[src/rtl/bcd_pkg.sv]
// bcd_pkg: shared constants and helpers for the cascaded BCD counter.
//   DIGIT_W      width of one BCD digit
//   BCD_MAX      largest legal BCD digit value
//   seg7_decode  BCD digit -> active-low 7-segment pattern {g,f,e,d,c,b,a}
`timescale 1ns/1ps
package bcd_pkg;

   localparam int unsigned DIGIT_W = 4;
   localparam logic [DIGIT_W-1:0] BCD_MAX = 4'd9;

   // Non-BCD codes blank the digit.
   function automatic logic [6:0] seg7_decode(input logic [DIGIT_W-1:0] d);
      logic [6:0] s;
      unique case (d)
         4'd0:    s = 7'b1000000;
         4'd1:    s = 7'b1111001;
         4'd2:    s = 7'b0100100;
         4'd3:    s = 7'b0110000;
         4'd4:    s = 7'b0011001;
         4'd5:    s = 7'b0010010;
         4'd6:    s = 7'b0000010;
         4'd7:    s = 7'b1111000;
         4'd8:    s = 7'b0000000;
         4'd9:    s = 7'b0010000;
         default: s = 7'h7F;
      endcase
      return s;
   endfunction

endpackage

[src/rtl/bcd_digit.sv]
// bcd_digit: one BCD digit register of the cascaded counter.
//   clk_i          clock, rising edge
//   rst_ni         asynchronous active-low reset
//   step_i         count step for the whole counter this cycle
//   up_dn_i        1 = increment, 0 = decrement
//   clr_i          synchronous clear (highest priority)
//   load_i         synchronous load of load_digit_i (clamped to 9)
//   load_digit_i   digit value to load
//   below_all9_i   all lower digits are 9 (tie 1 for digit 0)
//   below_all0_i   all lower digits are 0 (tie 1 for digit 0)
//   digit_o        current digit value
//   all9_o         this digit and all lower digits are 9
//   all0_o         this digit and all lower digits are 0
`timescale 1ns/1ps
module bcd_digit
   import bcd_pkg::*;
(
   input  logic               clk_i,
   input  logic               rst_ni,
   input  logic               step_i,
   input  logic               up_dn_i,
   input  logic               clr_i,
   input  logic               load_i,
   input  logic [DIGIT_W-1:0] load_digit_i,
   input  logic               below_all9_i,
   input  logic               below_all0_i,
   output logic [DIGIT_W-1:0] digit_o,
   output logic               all9_o,
   output logic               all0_o
);

   logic [DIGIT_W-1:0] digit_q, digit_d;

   always_comb begin
      digit_d = digit_q;
      if (clr_i) begin
         digit_d = '0;
      end else if (load_i) begin
         digit_d = (load_digit_i > BCD_MAX) ? BCD_MAX : load_digit_i;
      end else if (step_i) begin
         if (up_dn_i) begin
            if (below_all9_i) begin
               digit_d = (digit_q == BCD_MAX) ? '0 : digit_q + 4'd1;
            end
         end else if (below_all0_i) begin
            digit_d = (digit_q == '0) ? BCD_MAX : digit_q - 4'd1;
         end
      end
   end

   always_ff @(posedge clk_i or negedge rst_ni) begin
      if (!rst_ni) begin
         digit_q <= '0;
      end else begin
         digit_q <= digit_d;
      end
   end

   assign digit_o = digit_q;
   assign all9_o  = below_all9_i & (digit_q == BCD_MAX);
   assign all0_o  = below_all0_i & (digit_q == '0);

endmodule

[src/rtl/bcd_counter_nd.sv]
// bcd_counter_nd: multi-digit cascaded BCD up/down counter with prescaler.
//   mclk      system clock, rising edge
//   reset     asynchronous active-low reset
//   en        count enable, gates the prescaler
//   up_dn     1 = count up, 0 = count down (sampled on the tick cycle)
//   clr       synchronous clear (beats load)
//   load      synchronous load of load_val, digits >9 clamp to 9
//   load_val  BCD load value, digit 0 in [3:0]
//   cnt       current BCD count, digit 0 least significant
//   tick      one-cycle pulse after each prescaler terminal cycle
//   carry     one-cycle pulse when the count wraps
//   seg, an   active-low segments / digit select; present only when the
//             SEG_SCAN_EN macro is defined
`timescale 1ns/1ps
module bcd_counter_nd
   import bcd_pkg::*;
#(
   parameter int unsigned DIGITS   = 4,
   parameter int unsigned DIV      = 50_000_000,
   parameter int unsigned SCAN_DIV = 50_000
) (
   input  logic                      mclk,
   input  logic                      reset,
   input  logic                      en,
   input  logic                      up_dn,
   input  logic                      clr,
   input  logic                      load,
   input  logic [DIGIT_W*DIGITS-1:0] load_val,
   output logic [DIGIT_W*DIGITS-1:0] cnt,
   output logic                      tick,
   output logic                      carry
`ifdef SEG_SCAN_EN
   ,
   output logic [6:0]                seg,
   output logic [DIGITS-1:0]         an
`endif
);

   localparam int unsigned DivW = (DIV > 1) ? $clog2(DIV) : 1;
   localparam logic [DivW-1:0] DivLast = DivW'(DIV - 1);

   // Illegal parameterisations leave this block empty; it also keeps SCAN_DIV
   // referenced in builds without the scan multiplexer.
   if (DIGITS < 1 || DIGITS > 8 || DIV < 1 || SCAN_DIV < 1) begin : g_bad_params
   end

   // Prescaler
   logic [DivW-1:0] div_q, div_d;
   logic            tick_cycle, step;

   assign tick_cycle = en && (div_q == DivLast);
   assign step       = tick_cycle && !clr && !load;

   always_comb begin
      div_d = div_q;
      if (clr || load) begin
         div_d = '0;
      end else if (en) begin
         div_d = tick_cycle ? '0 : div_q + DivW'(1);
      end
   end

   // Digit chain; chain[i] says every digit below i is 9 (resp. 0).
   logic [DIGITS:0]      all9_chain, all0_chain;
   logic [DIGIT_W-1:0]   digit_val [DIGITS];

   assign all9_chain[0] = 1'b1;
   assign all0_chain[0] = 1'b1;

   for (genvar i = 0; i < DIGITS; i++) begin : g_digit
      bcd_digit u_digit (
         .clk_i        (mclk),
         .rst_ni       (reset),
         .step_i       (step),
         .up_dn_i      (up_dn),
         .clr_i        (clr),
         .load_i       (load),
         .load_digit_i (load_val[DIGIT_W*i +: DIGIT_W]),
         .below_all9_i (all9_chain[i]),
         .below_all0_i (all0_chain[i]),
         .digit_o      (digit_val[i]),
         .all9_o       (all9_chain[i+1]),
         .all0_o       (all0_chain[i+1])
      );
      assign cnt[DIGIT_W*i +: DIGIT_W] = digit_val[i];
   end

   // Wrap happens on a step when every digit sits at the rollover value.
   logic tick_q, carry_q, tick_d, carry_d;

   assign tick_d  = step;
   assign carry_d = step && (up_dn ? all9_chain[DIGITS] : all0_chain[DIGITS]);

   always_ff @(posedge mclk or negedge reset) begin
      if (!reset) begin
         div_q   <= '0;
         tick_q  <= 1'b0;
         carry_q <= 1'b0;
      end else begin
         div_q   <= div_d;
         tick_q  <= tick_d;
         carry_q <= carry_d;
      end
   end

   assign tick  = tick_q;
   assign carry = carry_q;

`ifdef SEG_SCAN_EN
   localparam int unsigned ScanW = (SCAN_DIV > 1) ? $clog2(SCAN_DIV) : 1;
   localparam int unsigned IdxW  = (DIGITS > 1) ? $clog2(DIGITS) : 1;
   localparam logic [ScanW-1:0] ScanLast = ScanW'(SCAN_DIV - 1);
   localparam logic [IdxW-1:0]  IdxLast  = IdxW'(DIGITS - 1);

   logic [ScanW-1:0]  scan_q, scan_d;
   logic [IdxW-1:0]   idx_q, idx_d;
   logic [6:0]        seg_q, seg_d;
   logic [DIGITS-1:0] an_q, an_d;

   // Free-running: independent of en, clr and load.
   always_comb begin
      scan_d = scan_q + ScanW'(1);
      idx_d  = idx_q;
      if (scan_q == ScanLast) begin
         scan_d = '0;
         idx_d  = (idx_q == IdxLast) ? '0 : idx_q + IdxW'(1);
      end
      an_d        = '1;
      an_d[idx_q] = 1'b0;
      seg_d       = seg7_decode(digit_val[idx_q]);
   end

   always_ff @(posedge mclk or negedge reset) begin
      if (!reset) begin
         scan_q <= '0;
         idx_q  <= '0;
         seg_q  <= 7'h7F;
         an_q   <= '1;
      end else begin
         scan_q <= scan_d;
         idx_q  <= idx_d;
         seg_q  <= seg_d;
         an_q   <= an_d;
      end
   end

   assign seg = seg_q;
   assign an  = an_q;
`endif

endmodule
[config.mk]
export PLATFORM = sky130hd
export DESIGN_NAME = bcd_counter_nd
export DESIGN_NICKNAME = d
export VERILOG_FILES = /design/src/rtl/bcd_pkg.sv /design/src/rtl/bcd_digit.sv /design/src/rtl/bcd_counter_nd.sv
export SDC_FILE = /design/constraint.sdc
export NUM_CORES = 1
export LEC_CHECK = 0
export BUFFER_PORTS_ARGS = -buffer_cell sky130_fd_sc_hd__buf_2
export CAP_MARGIN = 10
export CORE_MARGIN = 4
export CORE_UTILIZATION = 54
export DETAILED_ROUTE_END_ITERATION = 8
export GPL_TIMING_DRIVEN = 0
export PLACE_DENSITY_LB_ADDON = 0.3
export SYNTH_ARGS = -nofsm -noshare
export SYNTH_HDL_FRONTEND = slang
export SYNTH_SLANG_ARGS = --single-unit
export TNS_END_PERCENT = 30
[constraint.sdc]
create_clock -name mclk -period 6.2 [get_ports mclk]
set_input_delay 0.93 -clock mclk [delete_from_list [all_inputs] [get_ports mclk]]
set_output_delay 0.93 -clock mclk [all_outputs]
set_load 0.03 [all_outputs]
==> results by group, run 1 <==
Run status
  – Outcome: complete, no violations

Pwr
  – Gate power share: between 20% and 30%
  – Int Power: between 0.0004 and 0.0005 W
  – Reg power frac: between 40 and 50%
  – Leakage: around 1.6 nW
  – Pwr Density: between 150 and 200 nW/µm²
  – Clock power frac: 33.7%
  – Sw frac: between 30% and 40%
  – Psw: 0.0002113 W
  – Total power: between 0.0006 and 0.0007 W
  – VDD IR-drop max: approximately 0.16 mV

Critical path
  – Worst R2R Setup Slack: between 3000 and 4000 ps
  – Worst setup EP type: flip-flop
  – Worst path required time: about 6400 ps
  – Worst EP arrival: ~3000 ps
  – CP Max Fanout: 8
  – R2r startpoint: div_q[0]$_DFFE_PN0P_
  – Reg2reg path depth: 6
  – Worst setup path category: flip-flop to flip-flop
  – Worst Setup Start Kind: flip-flop
  – Reg2Reg Capture Point: g_digit[3].u_digit.digit_o[2]$_DFFE_PN0P_

Logic synthesis
  – Synth Area in Simple Gates: around 27%
  – Largest family of logic cells by synthesized area: simple AND/OR/NAND/NOR gates
  – EDFF count, synth: 0
  – Dominant synthesized flop cell: dfrtp_1
  – Adder-Cell Fraction of Synth Area: roughly 5%
  – Fraction of registers with async set/reset: 100.0%
  – XOR/XNOR Fraction of Synth Area: 5.678%
  – Syn avg cell area: 8.615 µm²
  – Distinct cell type count after synthesis: 64
  – #FFs+latches synth: 44
  – YS warnings: 0
  – Compound-cell area share of the yosys netlist: 17.38%
  – Cells after Synth: 376
  – Mapped Area: ~3200 µm²
  – Mux cell area share after synthesis: about 5.6%
  – Mapped Nets: around 410
  – Seq/Total Area, Yosys: approximately 34%

Finish
  – Layout Nets: about 450
  – Share of cells above drive strength 1: between 10% and 20%
  – P&R area growth vs syn: 12.09%
  – Most common cell after layout, fill and taps aside: dfrtp_1
  – Core Util, Final: between 60% and 70%
  – Most frequent cells in the layout: 44 x dfrtp_1, 39 x nand2_1, 36 x buf_2, 34 x nor2_1
  – Register area: around 1100 µm²
  – Ant diodes: 0
  – Multi-input logic area: between 1500 and 2000 µm²
  – Filler cell count: 495

Route
  – WL/cell: around 16 µm
  – DRT Pass-1 Iters: 5
  – DRT antenna net count: 0
  – Vias per inst: 6.071
  – Via count: 2987
  – Initial DRC Count: about 190
  – Final WL: a little under 8 mm
  – Post-route DRC: 0

Timing
  – Period minus WS final: 2815 ps
  – Final-report setup violation count: 0
  – Worst-Margin Slew: slightly below 1000 ps
  – Fin crit share: between 40 and 50%
  – Peak Freq: between 300 and 400 MHz
  – Final hold viol count: 0
  – RSZ-0062 raised after global routing: false
  – Clock Skew: 8.270 ps
  – Post-Route Setup TNS: 0 ps
  – Fin. max-slew vios: 0
  – Slew margin rel.: 35.15%

Min path
  – Worst Hold End: div_q[22]$_DFFE_PN0P_
  – Min-delay src: div_q[22]$_DFFE_PN0P_
  – Hold WC Path Type: flip-flop to flip-flop
  – WHS Path Cells: 1

Clocking
  – CTS tree: done
  – Setup bufs post-CTS: 0
  – Insertion delay to the later sink of the worst-skew pair: approximately 310 ps
  – CTS resizes: 0
  – Clock root buffer: clkbuf_8
  – CTS Hold Bufs: 0
  – Reg clk slew, reported paths: approximately 90 ps
  – Num CTS Buffers: 5
  – Clock tree sinks: 44
  – H-tree levels: 2
  – Clock Path Buffers: 2

GRT
  – Global-route wire length before repair: approximately 13 mm
  – Largest net degree at the start of global routing: 45
  – Vias in the first global route: between 2000 and 3000
  – Gr usage total: between 20% and 30%
  – Initial antenna violation count: 0
  – Overflow after GRT: 0

Placement
  – Last weighted congestion value of the routability-driven placer: around 0.93
  – DPL Wire Length: 5.790 mm
  – IO Port Bufs: 36

Floorplan
  – IO Pins: 40
  – Core footprint: about 5700 µm²
  – Die H: ~85 µm
  – DIE WIDTH: 85.45 µm
  – Num rows: 27
  – Starting Density: 57.08%
  – DIE AREA: 7302 µm²

Run
  – Max Cap Violations: 0
layer usage:
| metal | GRT usage (%) | wire length, µm |
|---|---|---|
| met4 | 6.043 | 80 |
| met3 | 4.175 | 610 |
| met5 | 0 | 0 |
| met2 | 32.56 | 3425 |
| met1 | 34.71 | 3803 |
state kept, by name, summed over array words and instances (netlist names):
| name | cells |
|---|---|
| g_digit.u_digit.digit_o | 16 |
| tick | 1 |
| div_q | 26 |
| carry | 1 |
worst max-delay path by stage:
stage | startpoint | end | cells after the start
4_1_cts | div_q[0]$_DFFE_PN0P_ | g_digit[3].u_digit.digit_o[2]$_DFFE_PN0P_ | 6
3_3_place_gp | en | g_digit[3].u_digit.digit_o[3]$_DFFE_PN0P_ | 7
3_5_place_dp | up_dn | g_digit[0].u_digit.digit_o[1]$_DFFE_PN0P_ | 8
5_1_grt | div_q[0]$_DFFE_PN0P_ | g_digit[3].u_digit.digit_o[2]$_DFFE_PN0P_ | 6
2_1_floorplan | en | g_digit[3].u_digit.digit_o[2]$_DFFE_PN0P_ | 7
6_report | div_q[0]$_DFFE_PN0P_ | g_digit[3].u_digit.digit_o[2]$_DFFE_PN0P_ | 6
synth_stat cells (all sizes together) (2+ instances only):
master   count  share of area (%)
a32oi        3               0.81
nor4bb       2               0.62
nand3b       3               0.70
xnor2       16                4.3
nor3        11                1.7
a21oi       18                2.8
or3          4               0.81
nor3b        4               0.93
o21bai       4               0.93
o22ai        3               0.58
xor2         5                1.4
or2          2               0.39
and4         6                1.7
mux4         2                1.4
o31ai        2               0.46
o21a         3               0.70
nor2b        2               0.39
and3         7                1.5
inv         19                2.2
a21o         3               0.70
or3b         4                1.1
o311a        2               0.62
o211ai       3               0.70
or4          2               0.50
o32ai        2               0.54
buf          4               0.93
nor2        34                3.9
dfrtp       44                 34
mux2i        9                2.8
nor4         4               0.77
nand2b       3               0.58
o21ai       20                3.2
a31oi        9                1.7
nand3       18                2.8
and3b        3               0.81
o221ai       2               0.54
nand2       39                4.5
a2111oi      2               0.54
ha          13                5.0
mux2         4                1.4
a221oi       2               0.54
clkbuf      15                2.4
nand4        8                2.0
worst max-delay path, stage by stage, from the launching register on:
cell,delay (ps)
dfrtp_1,410
ha_1,180
nand3_1,210
nor3_1,850
nand2_1,300
o21ai_2,370
mux2_2,370
power by group through the flow:
| stage | registers (W) | clock network (W) | logic, W |
|---|---|---|---|
| 2_1_floorplan | 0.000328 | 0 | 0.0000887 |
| 3_3_place_gp | 0.000313 | 0 | 0.000148 |
| 3_5_place_dp | 0.000314 | 0 | 0.000150 |
| 4_1_cts | 0.000308 | 0.000239 | 0.000151 |
| 5_1_grt | 0.000311 | 0.000254 | 0.000167 |
| 6_report | 0.000309 | 0.000234 | 0.000152 |
area by class of cell:
class,count,share of cell area (%)
Buffer,19,2.929
Clock buffer,6,2.274
Clock inverter,2,1.068
Inverter,19,1.964
Multi-Input combinational cell,294,54.00
Sequential cell,44,30.32
Tap cell,72,2.481
Timing Repair Buffer,36,4.962
per-stage QoR:
stage	setup slack (ps)	hold WS [ps]	cells	cell area (µm²)
2_1_floorplan	3680	499.3	376	3239
3_3_place_gp	3321	523.0	484	3510
3_5_place_dp	3272	537.7	484	3510
4_1_cts	3442	552.9	492	3631
5_1_grt	3156	574.4	492	3631
6_report	3385	552.8	492	3631
logic make-up (layout without fill, tap and decap cells):
kind of cell             count (synthesis)  count (layout)
XOR/XNOR                                21              21
AND/OR/NAND/NOR                        160             160
buffers and inverters                   38              82
AO/OA/AOI/OAI                           85              85
flip-flops                              44              44
adder cells (fa/ha/maj)                 13              13
multiplexers                            15              15
(Power assumes the default switching activity.)
==> run 2, diff against run 1 <==
==> constraint.sdc (replaced) <==
create_clock -name mclk -period 2.9 [get_ports mclk]
set_input_delay 0.435 -clock mclk [delete_from_list [all_inputs] [get_ports mclk]]
set_output_delay 0.435 -clock mclk [all_outputs]
set_load 0.03 [all_outputs]
==> run 2 against run 1 <==
Against the previous run: final area rose by 0.14%; first-iteration DRC count rose by 10%; clock-buffer cell count did not move; sequential cell count did not move; critical path type unchanged; critical path depth rose by 1; sequential share of layout area barely moved.
==> results by group, run 2 (synthesis gave the netlist of run 1 again) <==
GRT
  – Largest net degree at the start of global routing: 45
  – Initial antenna violation count: 0
  – Overflow after GRT: 0
  – Global-route wire length before repair: about 13 mm
  – Gr usage total: between 20% and 30%
  – Vias in the first global route: 2747

Pwr
  – Gate power share: about 22%
  – Sw frac: about 30%
  – Leakage: approximately 1.6 nW
  – Psw: ~0.00045 W
  – VDD IR-drop max: around 0.34 mV
  – Pwr Density: ~400 nW/µm²
  – Reg power frac: roughly 45%
  – Int Power: about 0.0010 W
  – Clock power frac: 33.6%

Critical path
  – Cell chain of the critical path: inv_1, ha_1, or3b_2, nor3_1, a21oi_1, o21ai_2, mux2_2
  – CP peak stage delay: 490 ps
  – Worst Setup Start Kind: flip-flop
  – CP Max Fanout: 9
  – Worst EP arrival: between 2000 and 3000 ps
  – Worst setup path category: flip-flop to flip-flop
  – Worst setup EP type: flip-flop
  – Worst path required time: 3090 ps
  – Critical-path top delay cell: dfrtp_1

Route
  – Post-route DRC: 0
  – Vias per inst: about 6
  – Initial DRC Count: approximately 210
  – DRT Pass-1 Iters: 5
  – WL/cell: ~16 µm
  – DRT antenna net count: 0
  – Final WL: between 7 and 8 mm
  – Via count: just under 3000

Min path
  – Hold WC Path Type: input pin to asynchronous set/reset pin

Finish
  – Most common cell after layout, fill and taps aside: dfrtp_1
  – Flip-flop count of the largest register after layout: 26
  – Layout Nets: between 400 and 500
  – Ant diodes: 0
  – Final Non-Filler Cells: a little under 500
  – Share of cells above drive strength 1: between 10% and 20%
  – Most frequent cells in the layout: 44 x dfrtp_1, 39 x nand2_1, 36 x buf_2, 34 x nor2_1
  – Filler cell count: 494
  – Core Util, Final: between 60% and 70%
  – Largest Register: div_q
  – P&R area growth vs syn: 12.24%

Floorplan
  – Num rows: 27
  – Die H: around 85 µm
  – Core footprint: 5675 µm²
  – IO Pins: 40
  – Starting Density: between 50% and 60%
  – DIE WIDTH: around 85 µm
  – DIE AREA: between 7000 and 8000 µm²

Clocking
  – Clock root buffer: clkbuf_8
  – Clock Path Buffers: 2
  – Setup bufs post-CTS: 0
  – CTS tree: done
  – Insertion delay to the later sink of the worst-skew pair: about 300 ps
  – Num CTS Buffers: 5
  – H-tree levels: 2
  – Reg clk slew, reported paths: ~80 ps
  – Clock tree sinks: 44

Placement
  – DPL Wire Length: between 5 and 6 mm
  – IO Port Bufs: 36
  – Last weighted congestion value of the routability-driven placer: 0.9313
  – Inst Count DP: between 400 and 500

Timing
  – Peak Freq: 382.1 MHz
  – Fin. max-slew vios: 0
  – Slew margin rel.: about 35%
  – Hold_ws: between 200 and 300 ps
  – Fin crit share: between 90% and 100%
  – Worst-Margin Slew: 969.3 ps
  – Final hold viol count: 0
  – RSZ-0062 raised after global routing: false
  – Post-Route Setup TNS: 0 ps
  – Period minus WS final: between 2000 and 3000 ps
  – Final-report setup violation count: 0
  – Clock Skew: between 7 and 8 ps

Run status
  – Outcome: complete, no violations

Run
  – Max Cap Violations: 0
## run 2: path summary, 6_finish.rpt
| path | from | end | slack (ps) | depth (start not counted) |
|---|---|---|---|---|
| max | g_digit[1].u_digit.digit_o[0]$_DFFE_PN0P_ | g_digit[3].u_digit.digit_o[2]$_DFFE_PN0P_ | 280 | 7 |
| min | reset | g_digit[3].u_digit.digit_o[1]$_DFFE_PN0P_ | 270 | 1 |
| max reg2reg | g_digit[1].u_digit.digit_o[0]$_DFFE_PN0P_ | g_digit[3].u_digit.digit_o[2]$_DFFE_PN0P_ | 280 | 7 |
| min reg2reg | div_q[22]$_DFFE_PN0P_ | div_q[22]$_DFFE_PN0P_ | 550 | 1 |
| max in group asynchronous | reset | g_digit[1].u_digit.digit_o[0]$_DFFE_PN0P_ | 2020 | 1 |
| min in group mclk | load_val[5] | g_digit[1].u_digit.digit_o[1]$_DFFE_PN0P_ | 350 | 3 |
## run 2: layout make-up
cell class | instances | area, µm² | area share, %
sequential | 44 | 1101 | 30.28
buffer | 19 | 106.4 | 2.925
multi-input combinational | 294 | 1966 | 54.06
tap | 72 | 90.09 | 2.478
clock buffer | 6 | 82.58 | 2.271
inverter | 19 | 71.32 | 1.961
clock inverter | 2 | 38.79 | 1.067
timing repair buffer | 36 | 180.2 | 4.955
## run 2: power by group through the flow
stage / Combinational (W) / Clock (W) / Sequential [W]
floorplan: 0.000190 / 0 / 0.000702
global placement: 0.000316 / 0 / 0.000670
detailed placement: 0.000321 / 0 / 0.000671
CTS: 0.000323 / 0.000510 / 0.000659
global route: 0.000357 / 0.000543 / 0.000665
finish: 0.000324 / 0.000499 / 0.000660
## run 2: critical path, delay by kind of cell, from the launching register on
| family | cells | cell delay, ps |
|---|---|---|
| buffers and inverters | 1 | 90 |
| adders and majority gates | 1 | 220 |
| AOI/OAI and AO/OA | 2 | 450 |
| and+or+nand+nor | 2 | 880 |
| muxes | 1 | 370 |
| DFF | 1 | 490 |
## run 2: what timing repair did
item | 4_1_cts | 5_1_grt
setup endpoints to repair | 0 | 4
gates resized for setup | 0 | 1
endpoints found under the hold margin | 0 | 0
hold buffers | 0 | 0
## run 2: per-layer routing
layer	GRT usage [%]	vias up	share of wire [%]
li1	-	1457	-
met1	34.71	1390	50
met2	32.56	106	42
met3	4.175	12	6.3
met4	6.043	0	1.5
met5	0	-	0
## run 2: per-stage QoR
stage / total power (W) / area [µm²] / setup WS [ps]
3_5_place_dp: 0.0009929 / 3510 / 153.9
2_1_floorplan: 0.0008914 / 3239 / 465.1
6_report: 0.001483 / 3636 / 282.8
4_1_cts: 0.001493 / 3631 / 142.2
3_3_place_gp: 0.0009859 / 3510 / 133.6
5_1_grt: 0.001565 / 3636 / 69.78
